## config.mk

```make
export PLATFORM = sky130hd
export DESIGN_NAME = div_const_pipe
export DESIGN_NICKNAME = d
export VERILOG_FILES = /design/src/rtl/div_const_pipe_pkg.sv /design/src/rtl/div_const_stage.sv /design/src/rtl/div_const_pipe.sv
export SDC_FILE = /design/constraint.sdc
export NUM_CORES = 1
export LEC_CHECK = 0
export CAP_MARGIN = 40
export CORE_MARGIN = 2
export CORE_UTILIZATION = 30
export CTS_BUF_LIST = sky130_fd_sc_hd__clkbuf_16
export DETAILED_ROUTE_END_ITERATION = 16
export HOLD_SLACK_MARGIN = 0.12
export PLACE_DENSITY = 0.56
export SLEW_MARGIN = 20
export SYNTH_ARGS = -nofsm -noshare
export SYNTH_HDL_FRONTEND = slang
export SYNTH_HIERARCHICAL = 1
export SYNTH_SLANG_ARGS = --single-unit
```

## constraint.sdc

```tcl
create_clock -name clk -period 7.55 [get_ports clk]
set_clock_uncertainty 0.05 [all_clocks]
set_input_delay 1.1325 -clock clk [delete_from_list [all_inputs] [get_ports clk]]
set_output_delay 1.1325 -clock clk [all_outputs]
set_load 0.05 [all_outputs]
```

## src/rtl/div_const_pipe_pkg.sv

```systemverilog
// Package for the constant-divisor pipeline family.
// Contents: elaboration-time helpers that size the remainder path and split
// the dividend bits across the compute stages.
package div_const_pkg;

  // Smallest n with 2^n >= value (value >= 1).
  function automatic int clog2(input longint unsigned value);
    int n;
    longint unsigned p;
    n = 32'sd0;
    p = 64'd1;
    while (p < value) begin
      p = p << 1;
      n = n + 32'sd1;
    end
    return n;
  endfunction

  // Number of compute stages needed to retire w bits at bps bits per stage.
  function automatic int num_stages(input int w, input int bps);
    return (w + bps - 32'sd1) / bps;
  endfunction

  // Bits handled by the first compute stage: it absorbs the leftover when
  // w is not a multiple of bps, so every later stage is uniform.
  function automatic int first_stage_bits(input int w, input int bps);
    int rem;
    rem = w % bps;
    return (rem == 32'sd0) ? bps : rem;
  endfunction

endpackage

```

## src/rtl/div_const_stage.sv

```systemverilog
// One compute stage of the constant-divisor pipeline.
// Runs NB steps of restoring division on the incoming partial remainder and
// registers the result when en is high (holds otherwise).
// The dividend and quotient share one W-bit register: each step shifts the
// next dividend bit out of the top and the new quotient bit in at the bottom,
// so after all stages the register holds the full quotient.
// Ports:
//   clk, rst_n              clock, async active-low reset
//   en                      pipeline advance (load) enable
//   prev_valid/xq/r/tag     predecessor stage registers
//   valid/xq/r/tag          this stage's registers
module div_const_stage
  import div_const_pkg::*;
#(
  parameter int unsigned D    = 23,
  parameter int          NB   = 4,
  parameter int          W    = 32,
  parameter int          RW   = 5,
  parameter int          TAGW = 4
) (
  input  logic            clk,
  input  logic            rst_n,
  input  logic            en,
  input  logic            prev_valid,
  input  logic [W-1:0]    prev_xq,
  input  logic [RW-1:0]   prev_r,
  input  logic [TAGW-1:0] prev_tag,
  output logic            valid,
  output logic [W-1:0]    xq,
  output logic [RW-1:0]   r,
  output logic [TAGW-1:0] tag
);

  // One extra bit so 2r+1 (at most 2D-1) never overflows before the compare.
  localparam logic [RW:0] DIV = (RW+1)'(D);

  logic [RW:0]  r_acc_s;
  logic [W-1:0] xq_acc_s;

  // NB-step restoring recurrence, MSB of the remaining dividend first.
  always_comb begin
    r_acc_s  = {1'b0, prev_r};
    xq_acc_s = prev_xq;
    for (int i = 32'sd0; i < NB; i++) begin
      r_acc_s  = {r_acc_s[RW-1:0], xq_acc_s[W-1]};
      xq_acc_s = {xq_acc_s[W-2:0], 1'b0};
      if (r_acc_s >= DIV) begin
        r_acc_s     = r_acc_s - DIV;
        xq_acc_s[0] = 1'b1;
      end else begin
        xq_acc_s[0] = 1'b0;
      end
    end
  end

  // Stage register; a registered remainder is always below D, so the top
  // bit of the accumulator is dropped.
  always_ff @(posedge clk or negedge rst_n) begin
    if (!rst_n) begin
      valid <= 1'b0;
      xq    <= {W{1'b0}};
      r     <= {RW{1'b0}};
      tag   <= {TAGW{1'b0}};
    end else if (en) begin
      valid <= prev_valid;
      xq    <= xq_acc_s;
      r     <= r_acc_s[RW-1:0];
      tag   <= prev_tag;
    end else begin
      valid <= valid;
      xq    <= xq;
      r     <= r;
      tag   <= tag;
    end
  end

endmodule

```

## src/rtl/div_const_pipe.sv

```systemverilog
// Fully pipelined unsigned divider by the constant D.
// Returns floor(in_x / D) and in_x mod D, NST+1 cycles after acceptance when
// not stalled. The whole pipeline advances in lock-step: it moves when the
// output register is empty or being drained, and holds otherwise (bubbles are
// not squeezed out).
// Ports:
//   clk, rst_n        clock, async active-low reset
//   in_valid/in_ready upstream handshake; in_x dividend, in_tag sideband
//   out_valid/out_ready downstream handshake
//   out_q, out_r      quotient (W bits), remainder (clog2(D) bits)
//   out_tag           tag of the operand that produced this result
module div_const_pipe
  import div_const_pkg::*;
#(
  parameter int          W    = 32,
  parameter int unsigned D    = 23,
  parameter int          BPS  = 4,
  parameter int          TAGW = 4
) (
  input  logic                clk,
  input  logic                rst_n,
  input  logic                in_valid,
  output logic                in_ready,
  input  logic [W-1:0]        in_x,
  input  logic [TAGW-1:0]     in_tag,
  output logic                out_valid,
  input  logic                out_ready,
  output logic [W-1:0]        out_q,
  output logic [clog2(D)-1:0] out_r,
  output logic [TAGW-1:0]     out_tag
);

  localparam int NST = num_stages(W, BPS);
  localparam int RW  = clog2(D);
  localparam int FSB = first_stage_bits(W, BPS);

  if ((D < 32'd2) || (64'(D) >= (64'd1 << W)) || (BPS < 32'sd1) || (BPS > W)) begin : g_bad_param
    $error("div_const_pipe: illegal parameters (need 2 <= D < 2^W, 1 <= BPS <= W)");
  end

  logic            advance_s;
  logic            cap_valid_r;
  logic [W-1:0]    cap_x_r;
  logic [TAGW-1:0] cap_tag_r;

  // Index 0 is the capture register, index NST the output register.
  logic            stg_valid_s [0:NST];
  logic [W-1:0]    stg_xq_s    [0:NST];
  logic [RW-1:0]   stg_r_s     [0:NST];
  logic [TAGW-1:0] stg_tag_s   [0:NST];

  assign advance_s = !stg_valid_s[NST] || out_ready;
  assign in_ready  = advance_s;

  // Operand capture; x and tag are only sampled when an operand is presented.
  always_ff @(posedge clk or negedge rst_n) begin
    if (!rst_n) begin
      cap_valid_r <= 1'b0;
      cap_x_r     <= {W{1'b0}};
      cap_tag_r   <= {TAGW{1'b0}};
    end else if (advance_s) begin
      cap_valid_r <= in_valid;
      if (in_valid) begin
        cap_x_r   <= in_x;
        cap_tag_r <= in_tag;
      end else begin
        cap_x_r   <= cap_x_r;
        cap_tag_r <= cap_tag_r;
      end
    end else begin
      cap_valid_r <= cap_valid_r;
      cap_x_r     <= cap_x_r;
      cap_tag_r   <= cap_tag_r;
    end
  end

  assign stg_valid_s[0] = cap_valid_r;
  assign stg_xq_s[0]    = cap_x_r;
  assign stg_r_s[0]     = {RW{1'b0}};
  assign stg_tag_s[0]   = cap_tag_r;

  for (genvar k = 1; k <= NST; k++) begin : g_stage
    // The first stage takes the leftover bits so later stages stay uniform.
    localparam int NB = (k == 32'sd1) ? FSB : BPS;

    div_const_stage #(
      .D   (D),
      .NB  (NB),
      .W   (W),
      .RW  (RW),
      .TAGW(TAGW)
    ) u_stage (
      .clk       (clk),
      .rst_n     (rst_n),
      .en        (advance_s),
      .prev_valid(stg_valid_s[k-1]),
      .prev_xq   (stg_xq_s[k-1]),
      .prev_r    (stg_r_s[k-1]),
      .prev_tag  (stg_tag_s[k-1]),
      .valid     (stg_valid_s[k]),
      .xq        (stg_xq_s[k]),
      .r         (stg_r_s[k]),
      .tag       (stg_tag_s[k])
    );
  end

  assign out_valid = stg_valid_s[NST];
  assign out_q     = stg_xq_s[NST];
  assign out_r     = stg_r_s[NST];
  assign out_tag   = stg_tag_s[NST];

endmodule

```

Word level (Yosys, flattened, before mapping):

Cells that the tools add are included.

* multipliers: 0
* $lt $le $gt $ge: 32
* add/subtract/negate cells: 32
* bitwise operators: 0
* divide/modulo/power cells: 0
* reductions and logical operators: 3
* shifts and indexed selects: 0
* equality and inequality tests: 0
* multiplexer cells: 64

Operators with widths (number)
* 6-bit by 5-bit greater-or-equal comparator with 1-bit output, second input constant: 31
* 5-bit two-way mux: 32
* 5-bit subtractor, second input constant: 31
* 1-bit two-way mux: 32
* 1-bit by 5-bit greater-or-equal comparator with 1-bit output, second input constant: 1
* 1-bit by 5-bit subtractor with 5-bit output, second input constant: 1
* 2-bit AND reduction: 1
* 1-bit logical NOT: 1
* 1-bit logical OR: 1

* logic and storage cells: 166
* memories: 0
* bits in latches: 0
* register bits after elaboration: 373
* bits of input ports: 40
* ROM bits: 0
* output and inout port bits: 43
* memory bits (writable): 0

Depth between registers and ports, before layout:

* word-level depth: 8
* gate-level depth with buffers: 23
* mapped depth without buffers: 22

Hierarchy:

The synthesis kept the hierarchy.

Modules (own cells, without submodules)
* div_const_stage: area an instance 2386.0 um^2, times used 8, cells an instance 212
* div_const_pipe: area an instance 1546.5 um^2, times used 1, cells an instance 81

Worst setup path before layout:

No wires, ideal clock.

* path kind: register to register
* start: reg g_stage[1].u_stage.xq[31]
* end: reg g_stage[2].u_stage.r[0]
* library setup time: 120 ps
* data arrival time: 4801 ps
* stages on the path, launching flop included: 24
* period minus slack after synthesis: 4970 ps
* setup slack: 2580 ps
* required time: 7380 ps
* cells stage by stage: dfrtp_1 > ha_1 > buf_4 > a21o_1 > a21oi_1 > xnor2_1 > ha_1 > nand2_1 > nor3_1 > a211o_1 > a21oi_1 > or2_2 > ha_1 > nand2_1 > nor3_1 > a311o_1 > a21o_4 > xor2_1 > ha_1 > nand2_1 > mux2i_2 > o21a_1 > or3_1 > a31o_1

* cells in the longest elaborated chain, start to end: 8
* elaborated cells between the ends (all ways): 11
* those cells by class: add/sub (3); order compare (4); mux (4)

RTL lines
* start, declared: line div_const_stage.sv:29 `output logic [W-1:0] xq,`
* start signal, assigned: line div_const_stage.sv:61 `xq <= {W{1'b0}};`
* start signal, assigned: line div_const_stage.sv:66 `xq <= xq_acc_s;`
* start signal, assigned: line div_const_stage.sv:71 `xq <= xq;`
* 5-bit subtractor / 6-bit by 5-bit greater-or-equal comparator with 1-bit output (equally long branches): line div_const_stage.sv:48, div_const_stage.sv:47
* 5-bit two-way mux *: line div_const_stage.sv:47 `if (r_acc_s >= DIV) begin`
* 5-bit subtractor / 6-bit by 5-bit greater-or-equal comparator with 1-bit output (equally long branches): line div_const_stage.sv:48, div_const_stage.sv:47
* 5-bit two-way mux *: line div_const_stage.sv:47
* 5-bit subtractor / 6-bit by 5-bit greater-or-equal comparator with 1-bit output (equally long branches): line div_const_stage.sv:48, div_const_stage.sv:47
* 5-bit two-way mux *: line div_const_stage.sv:47
* 6-bit by 5-bit greater-or-equal comparator with 1-bit output *: line div_const_stage.sv:47
* 5-bit two-way mux *: line div_const_stage.sv:47
* end signal, assigned: line div_const_stage.sv:62 `r <= {RW{1'b0}};`
* end signal, assigned: line div_const_stage.sv:67 `r <= r_acc_s[RW-1:0];`
* end signal, assigned: line div_const_stage.sv:72 `r <= r;`
* end, declared: line div_const_stage.sv:30 `output logic [RW-1:0] r,`

Every way passes the cells marked *; elsewhere a longest branch is shown, timed or not.
A chain may end at the register's enable or synchronous reset.

Worst setup path after layout:

* start: reg g_stage[5].u_stage.xq[31]
* end: reg g_stage[6].u_stage.r[0]

* cells in the longest elaborated chain, start to end: 8
* elaborated cells between the ends (all ways): 11
* those cells by class: add/sub (3); order compare (4); mux (4)

RTL lines (line)
* start, declared: div_const_stage.sv:29
* start signal, assigned: div_const_stage.sv:61
* start signal, assigned: div_const_stage.sv:66
* start signal, assigned: div_const_stage.sv:71
* 5-bit subtractor / 6-bit by 5-bit greater-or-equal comparator with 1-bit output (equally long branches): div_const_stage.sv:48, div_const_stage.sv:47
* 5-bit two-way mux *: div_const_stage.sv:47
* 5-bit subtractor / 6-bit by 5-bit greater-or-equal comparator with 1-bit output (equally long branches): div_const_stage.sv:48, div_const_stage.sv:47
* 5-bit two-way mux *: div_const_stage.sv:47
* 5-bit subtractor / 6-bit by 5-bit greater-or-equal comparator with 1-bit output (equally long branches): div_const_stage.sv:48, div_const_stage.sv:47
* 5-bit two-way mux *: div_const_stage.sv:47
* 6-bit by 5-bit greater-or-equal comparator with 1-bit output *: div_const_stage.sv:47
* 5-bit two-way mux *: div_const_stage.sv:47
* end signal, assigned: div_const_stage.sv:62
* end signal, assigned: div_const_stage.sv:67
* end signal, assigned: div_const_stage.sv:72
* end, declared: div_const_stage.sv:30

Marks and branches as above.

==> run metrics <==
run status=complete, no violations; Total GRT Usage=11.5%; worst min path class=flop to flop; Multi-input gate area=10600 um2; clock tree buffer depth=3; Root Buffer=clkbuf_16; FP Rows=96; 1st-pass router iterations=5; CTS tree=built; RSZ-0062 raised after global routing=false; Routability Congestion=0.824; gr ovfl total=0; crit path kind=flop to flop; CP endpoint kind=flop; Yosys reg bits=373; top post-synthesis cells by area=dfrtp_1, mux2_2, o21ai_0; Avg Cell Area, Syn=11.6 um2; YS warnings=6; number of global-route vias before repair=13400; Synth area leader=dfrtp_1; Seq/Total Area, Yosys=45.2%; die height=266 um; Detail Placement HPWL=27500 um; most numerous cell in the Yosys netlist=dfrtp_1; CP Launch Type=flop; routed len/inst=14.6 um; pre-CTS worst setup slack=1890 ps; final wirelength=40200 um; clock insertion delay at the later pin of the skew report=570 ps; Post-synth top flop=dfrtp_1; Die Area=70900 um2; final critical-path required period=5670 ps; final critical-path share of the clock period=75.0%; first-pass GRT wire length=69000 um; # DRC=0; Vias=13800; ratio of cells with drive above 1 in the final layout=28.2%; antenna violations before repair=0; relative slew slack=34.3%; Die X=266 um; Fin Setup TNS=0 ps; ant diodes=0; FF+latch area=9330 um2; Max FO, Critical Path=9; post-layout util=34.5%; postcts setup bufs=0; DR vias/cell=5.02; asr flop ratio synth=100%; final worst setup slack=1880 ps; Worst Max-Slew Pin Slew=985 ps; number of CTS-inserted buffers=41; area of the core=68300 um2; post-CTS sizing=0; largest net degree at the start of global routing=190; Post-Syn Area=20600 um2; # fillers=6659; Initial Util=30.2%; CTS hold repair buffers=0; first-iteration detailed-routing DRC count=649; synthesized instance count=1777; Final setup violation count=0; max_cap viols=0; fmax=176 MHz; Required @ worst endpoint=7940 ps; Data arrival, critical path=6060 ps; Port Buf Inserts=82; clk sinks=373; endpoints failing hold=0; Layout area overhead=14.3%; H-tree levels=2; io pins=83; Post-synth EDFFs=0; Final Slew Violations=0; DRT antenna net count=0; Synth top area share=45.2%; clk slew on worst S/H paths=60 ps; synth unique cells=64; top cells by count, synth=dfrtp_1, mux2_2, o21ai_0; Nets=1916
-- layout make-up --
type,instances,share of cell area [%]
Sequential cell,373,39.6
Timing Repair Buffer,93,4.20
Tap cell,882,4.68
Clock buffer,41,4.35
Clock inverter,31,1.23
Inverter,49,0.780
Multi-Input combinational cell,1286,45.2
-- layout by cell type, fill, tap and decap left out, types with 24 or more instances in the layout --
cell type | Yosys | routed
a211oi_1 | 24 | 24
a21oi_1 | 64 | 64
a31oi_1 | 32 | 32
clkbuf_16 | 0 | 41
clkdlybuf4s50_1 | 0 | 81
dfrtp_1 | 373 | 373
ha_1 | 32 | 32
inv_1 | 49 | 52
mux2_2 | 295 | 295
mux2_4 | 29 | 29
mux2i_1 | 48 | 48
nand2_1 | 64 | 64
nand3_1 | 24 | 24
nor2_1 | 72 | 72
nor2b_1 | 24 | 24
nor3_1 | 40 | 40
o21a_1 | 24 | 24
o21ai_0 | 97 | 97
or3_1 | 24 | 24
-- flip-flops by register name, indices dropped and copies added (netlist names) --
name / count
g_stage.u_stage/xq: 256
g_stage.u_stage/r: 40
cap_x_r: 32
g_stage.u_stage/tag: 32
g_stage.u_stage/valid: 8
cap_valid_r: 1
cap_tag_r: 4
-- final timing paths --
check	start	to	slack, ps	depth (start not counted)
max	g_stage[5].u_stage/xq[31]	g_stage[6].u_stage/r[0]	1880	22
min	g_stage[4].u_stage/xq[27]	g_stage[5].u_stage/xq[31]	440	1
max reg2reg	g_stage[5].u_stage/xq[31]	g_stage[6].u_stage/r[0]	1880	22
min reg2reg	g_stage[4].u_stage/xq[27]	g_stage[5].u_stage/xq[31]	440	1
max in group asynchronous	rst_n	g_stage[7].u_stage/r[4]	5630	2
min in group asynchronous	rst_n	g_stage[6].u_stage/xq[16]	480	1
-- logic make-up (layout without fill, tap and decap cells) --
| family | after synthesis | in the layout | synth area share [%] |
|---|---|---|---|
| compound gates | 393 | 393 | 13.5 |
| xor+xnor | 24 | 24 | 1.02 |
| fa+ha+maj | 32 | 32 | 1.94 |
| buf+inv | 132 | 214 | 3.41 |
| flops | 373 | 373 | 45.2 |
| mux | 380 | 380 | 21.1 |
| other cells | 1 | 15 | 0.0182 |
| simple gates | 442 | 442 | 13.8 |
-- critical path: stages, from the launching register on --
cell and delay [ps]:
dfrtp_1 490, ha_1 360, a21o_1 230, a21oi_1 400
xnor2_1 280, ha_1 270, nand2_1 60, nor3_1 490
a211o_1 220, a21oi_1 80, or2_2 340, ha_1 240
nand2_1 80, nor3_1 50, a311o_1 340, a21o_4 250
xor2_1 150, ha_1 230, nand2_1 90, mux2i_2 90
o21a_1 200, or3_1 340, a31o_1 210
-- through the flow --
stage / instance area, um2 / cells / hold WS [ps]
2_1_floorplan: 20700 / 1791 / 424
3_3_place_gp: 22200 / 2679 / 434
3_5_place_dp: 22200 / 2682 / 440
4_1_cts: 23600 / 2754 / 443
5_1_grt: 23600 / 2755 / 465
6_report: 23600 / 2755 / 440
-- per-layer routing --
metal | routed length (um) | vias up | global-route usage [%] | share of wire (%)
met5 | 0 | - | 0 | 0
met4 | 1200 | 0 | 4.28 | 3.0
met3 | 1350 | 65 | 2.01 | 3.4
met2 | 17800 | 173 | 17.5 | 44
met1 | 19900 | 6815 | 16.2 | 50
li1 | - | 6786 | - | -
Power is not shown: default switching activity piles up to over one toggle a cycle in this logic, so the estimate is an artifact.
==> patch 1 (config.mk and constraints unchanged) <==
`TAGW` is set to 4 in 2 places; all go to 5.
--- a/src/rtl/div_const_stage.sv
+++ b/src/rtl/div_const_stage.sv
@@ -18,3 +18,3 @@
   parameter int          RW   = 5,
-  parameter int          TAGW = 4
+  parameter int          TAGW = 5
 ) (
--- a/src/rtl/div_const_pipe.sv
+++ b/src/rtl/div_const_pipe.sv
@@ -17,3 +17,3 @@
   parameter int          BPS  = 4,
-  parameter int          TAGW = 4
+  parameter int          TAGW = 5
 ) (
Ports: changed (resized in_tag and out_tag); port bits go from 83 to 85. No check against the original RTL was run, so the function may have changed too.
==> patch 1 against the original RTL <==
- sequential cell count is 9 higher
- synthesized cell count is 7.9% lower
- worst setup slack gained 0.14 ns
- fmax increased by 2.5%
- area after synthesis is 2.1% lower
- wire length down 1.6%
- design area fell by 1.6%
- via count fell by 4.3%
- count of clock-buffer cells in the layout did not move
- critical path type unchanged
Power is left out: the tool's default activity adds up to more than one toggle a clock period on the data nets, which glitch-free logic cannot reach.
==> patch 1: results (changes against the original RTL) <==
synthesis:
  async_flop_share_pct: 100  # unchanged
  synth_cell_types: 61  # -4.7%
  yosysSeqAreaShare_pct: 47.3  # +2.1 points
  syn_avg_cell_area_um2: 12.4  # +6.4%
  netlist_top_cells_area: "dfrtp_1 47%, mux2_2 17%, ha_1 2.0%"
  synthTopCellsByCount: "382 x dfrtp_1, 314 x mux2_2, 88 x nand2_1"
clock_tree:
  cts_root_buf: "clkbuf_16"
  cts.clk_slew.worst_paths_ns: 0.06  # about the same
  postCtsSetupBuffers: 0  # unchanged
critical_path:
  critPathArrivalTime_ns: 5.94  # -0.12 ns
  r2r_slack_ns: 2.02  # +0.14 ns
  max_stage_delay_ns: 0.47  # -0.02 ns
  crit_family: "compound AO/OA/AOI/OAI gates"
  reg2reg_to: "g_stage[6].u_stage/r[1]"
  crit_slowest_cell: "a311o_2"
  crit_fanout: 9  # unchanged
  reg2reg_depth: 20  # -9.1%
detailed_routing:
  drtIter0Drc: 648  # -0.15%
  wl_per_cell_um: 15.0  # +2.4%
  via_per_inst: 5.00  # -0.40%
  firstDrtPassIters: 4  # -1
grt:
  grt_pass1_wl_mm: 68.1  # -1.3%
  grt_max_degree: 180  # -5.3%
  grt_use_total_pct: 11.5  # +0.090 points
  grt_pass1_vias: 12936  # -3.3%
placed_design:
  dpl.hpwl_mm: 27.2  # -1.1%
  gp_congestion: 0.818  # -0.75%
  port_buffers: 84  # +2.4%
cells_and_area:
  antenna_cells: 0  # unchanged
  drive_above_1_share_pct: 31.6  # +3.5 points
  reg_top3: "g_stage.u_stage/xq: 256 flops, g_stage.u_stage/r: 40 flops, g_stage.u_stage/tag: 40 flops"
  nNetsFinal: 1816  # -5.2%
  layoutNonFillerInstCount: 2646  # -4.0%
outcome:
  status: "completed"
timing:
  tightest_slew_ns: 0.983  # -0.00167 ns
min_path:
  hold_depth: 1  # unchanged
patch 1: stage by stage:
step	util, %	worst slack [ns]	cell area, µm²
2_1_floorplan	-	2.65	20300
3_3_place_gp	32.7	2.19	21900
3_5_place_dp	32.7	2.11	21900
4_1_cts	34.7	2.04	23200
5_1_grt	34.7	1.62	23200
6_report	34.7	2.02	23200
patch 1: worst min path at each step:
stage / slack (ns) / endpoint / start
after floorplan: 0.42 / g_stage[1].u_stage/xq[0] / g_stage[1].u_stage/xq[0]
after global placement: 0.43 / g_stage[8].u_stage/r[0] / g_stage[8].u_stage/r[0]
after detailed placement: 0.44 / g_stage[6].u_stage/xq[18] / g_stage[5].u_stage/xq[14]
after CTS: 0.45 / g_stage[4].u_stage/tag[4] / g_stage[3].u_stage/tag[4]
after global routing: 0.46 / g_stage[3].u_stage/xq[22] / g_stage[2].u_stage/xq[18]
final: 0.45 / g_stage[3].u_stage/tag[3] / g_stage[2].u_stage/tag[3]
patch 1: worst reg2reg max path: cells and delay by family, from the launching register on:
| family | cells | cell delay (ns) |
|---|---|---|
| flip-flops | 1 | 0.44 |
| adder cells (fa/ha/maj) | 4 | 1.14 |
| AO/OA/AOI/OAI | 9 | 2.09 |
| AND/OR/NAND/NOR | 4 | 1.02 |
| XOR/XNOR | 3 | 0.71 |
patch 1: layer usage:
| layer | track usage (%) | vias to the layer above | wire length [µm] |
|---|---|---|---|
| li1 | - | 6462 | - |
| met1 | 16.6 | 6520 | 20000 |
| met2 | 17.2 | 189 | 17100 |
| met3 | 2.19 | 67 | 1380 |
| met4 | 4.12 | 0 | 1040 |
| met5 | 0 | - | 0 |
patch 1: area by class of cell:
class                      count  area (µm²)
fill                        6540       43700
multi-input combinational   1206       10200
sequential                   382        9560
tap                          873        1090
clock buffer                  41        1030
timing repair buffer          95         966
clock inverter                32         246
inverter                      17        63.8
patch 1: cell families (layout without fill, tap and decap cells):
kind of cell,Yosys count,in the layout,share of synthesized area [%]
other,1,30,0.0186
AO/OA/AOI/OAI,345,345,14.5
buffers and inverters,77,185,2.59
multiplexers,373,373,21.4
XOR/XNOR,24,24,1.04
AND/OR/NAND/NOR,402,402,11.2
adder cells (fa/ha/maj),32,32,1.98
flip-flops,382,382,47.3
==> patch 2 (same flow settings) <==
Made on the original files. Make the reset (`rst_n`) synchronous in 2 clocked blocks. Comments in the files are not updated.
--- a/src/rtl/div_const_stage.sv
+++ b/src/rtl/div_const_stage.sv
@@ -57,3 +57,3 @@
   // bit of the accumulator is dropped.
-  always_ff @(posedge clk or negedge rst_n) begin
+  always_ff @(posedge clk) begin
     if (!rst_n) begin
--- a/src/rtl/div_const_pipe.sv
+++ b/src/rtl/div_const_pipe.sv
@@ -55,3 +55,3 @@
   // Operand capture; x and tag are only sampled when an operand is presented.
-  always_ff @(posedge clk or negedge rst_n) begin
+  always_ff @(posedge clk) begin
     if (!rst_n) begin
Function: differs if rst_n is asserted again (counterexample within 10 cycles, from zero or initial values and one cycle with rst_n low); with rst_n held inactive, the same outputs for 10 cycles.
==> patch 2 against the original RTL <==
- sequential cell count did not move
- fmax grew 5.8%
- worst setup slack better by 0.31 ns
- count of clock-buffer cells in the layout increased by 2
- wire length grew 11%
- synthesized cell count up 25%
- largest cell class unchanged
- via count is 13% higher
- area after synthesis is 0.30% lower
- non-clock buffer count shrank 2
- highest routed layer unchanged
- design area decreased by 1.1%
==> patch 2: results (changes against the original RTL) <==
synthesis:
  async_flop_share_pct: 0  # -100 points
  synthTopCellsByCount: "373 x dfxtp_1, 349 x mux2i_1, 289 x nor2b_1"
  synth-adder-area-share_pct: 1.95  # +0.0058 points
  synth_mux_area_share_pct: 17.9  # -3.2 points
  synth_cell_types: 56  # -13%
  netlist_top_cells_area: "dfxtp_1 36%, mux2i_1 17%, nor2b_1 8.8%"
  synth-compound-area-share_pct: 16.2  # +2.7 points
  syn_avg_cell_area_um2: 9.28  # -20%
  synth-xor-area-share_pct: 1.36  # +0.34 points
timing:
  holdWs_ns: 0.409  # -0.0308 ns
  tightest_slew_ns: 1.02  # +0.0329 ns
detailed_routing:
  dr_total_vias: 15672  # +13%
  wl_met3_mm: 2.12  # +57%
  wl_mm: 44.7  # +11%
  drtIter0Drc: 891  # +37%
  wl_met2_mm: 17.3  # -2.8%
cells_and_area:
  nMultiInputCombCells: 1679  # +31%
  design_area_mm2: 0.0233  # -1.1%
  seq_share_pct: 32.0  # -7.6 points
  inverters: 40  # -18%
  buffers: 91  # -2.2%
  clock_buffers: 43  # +4.9%
  nNetsFinal: 2300  # +20%
  multi_input_area_mm2: 0.0122  # +15%
  drive_above_1_share_pct: 7.13  # -21 points
  clk_share_pct: 5.89  # +0.32 points
  fill_cells: 6868  # +3.1%
  buffer_area_share_pct: 4.16  # -0.038 points
clock_tree:
  numCtsBuffers: 43  # +4.9%
grt:
  grt_util_met3_pct: 2.44  # +0.43 points
  grt_use_met2_pct: 17.2  # -0.24 points
  met1_usage_pct: 19.2  # +3.0 points
  grt_pass1_wl_mm: 74.9  # +8.6%
  grt_max_degree: 138  # -27%
min_path:
  hold_start: "cap_x_r[10]"
  hold_depth: 2  # +1
critical_path:
  reg2reg_depth: 21  # -4.5%
  reg2reg_to: "g_stage[7].u_stage/r[3]"
  reg2reg_from: "g_stage[6].u_stage/r[0]"
  crit_slowest_cell: "dfxtp_1"
  crit_family: "adder cells"
  max_stage_delay_ns: 0.47  # -0.02 ns
  critPathArrivalTime_ns: 5.81  # -0.25 ns
  crit_fanout: 10  # +1
placed_design:
  dpl.hpwl_mm: 30.2  # +9.7%
  placed_cell_area_mm2: 0.0219  # -1.5%
  pre_cts_ws_ns: 2.34  # +0.445 ns
outcome:
  status: "completed"
==> patch 2: changes by cell type in the layout (fill, tap and decap cells not counted), sizes merged, moves of 24 or more <==
cell,delta
o31ai,+24
mux2i,+293
nand2b,+24
o211a,+40
or3,-24
mux2,-308
dfrtp,-373
o21a,-24
nor2b,+265
nand2,+103
dfxtp,+373
==> patch 2: worst max path at each step <==
stage                               from                      end  slack, ns  depth (start not counted)
2_1_floorplan  g_stage[1].u_stage/xq[31]  g_stage[2].u_stage/r[1]       3.10                         22
3_3_place_gp     g_stage[6].u_stage/r[0]  g_stage[7].u_stage/r[3]       2.48                         21
3_5_place_dp     g_stage[7].u_stage/r[0]  g_stage[8].u_stage/r[3]       2.34                         21
4_1_cts          g_stage[7].u_stage/r[0]  g_stage[8].u_stage/r[3]       2.29                         21
5_1_grt          g_stage[6].u_stage/r[0]  g_stage[7].u_stage/r[3]       1.66                         21
6_report         g_stage[6].u_stage/r[0]  g_stage[7].u_stage/r[3]       2.20                         21
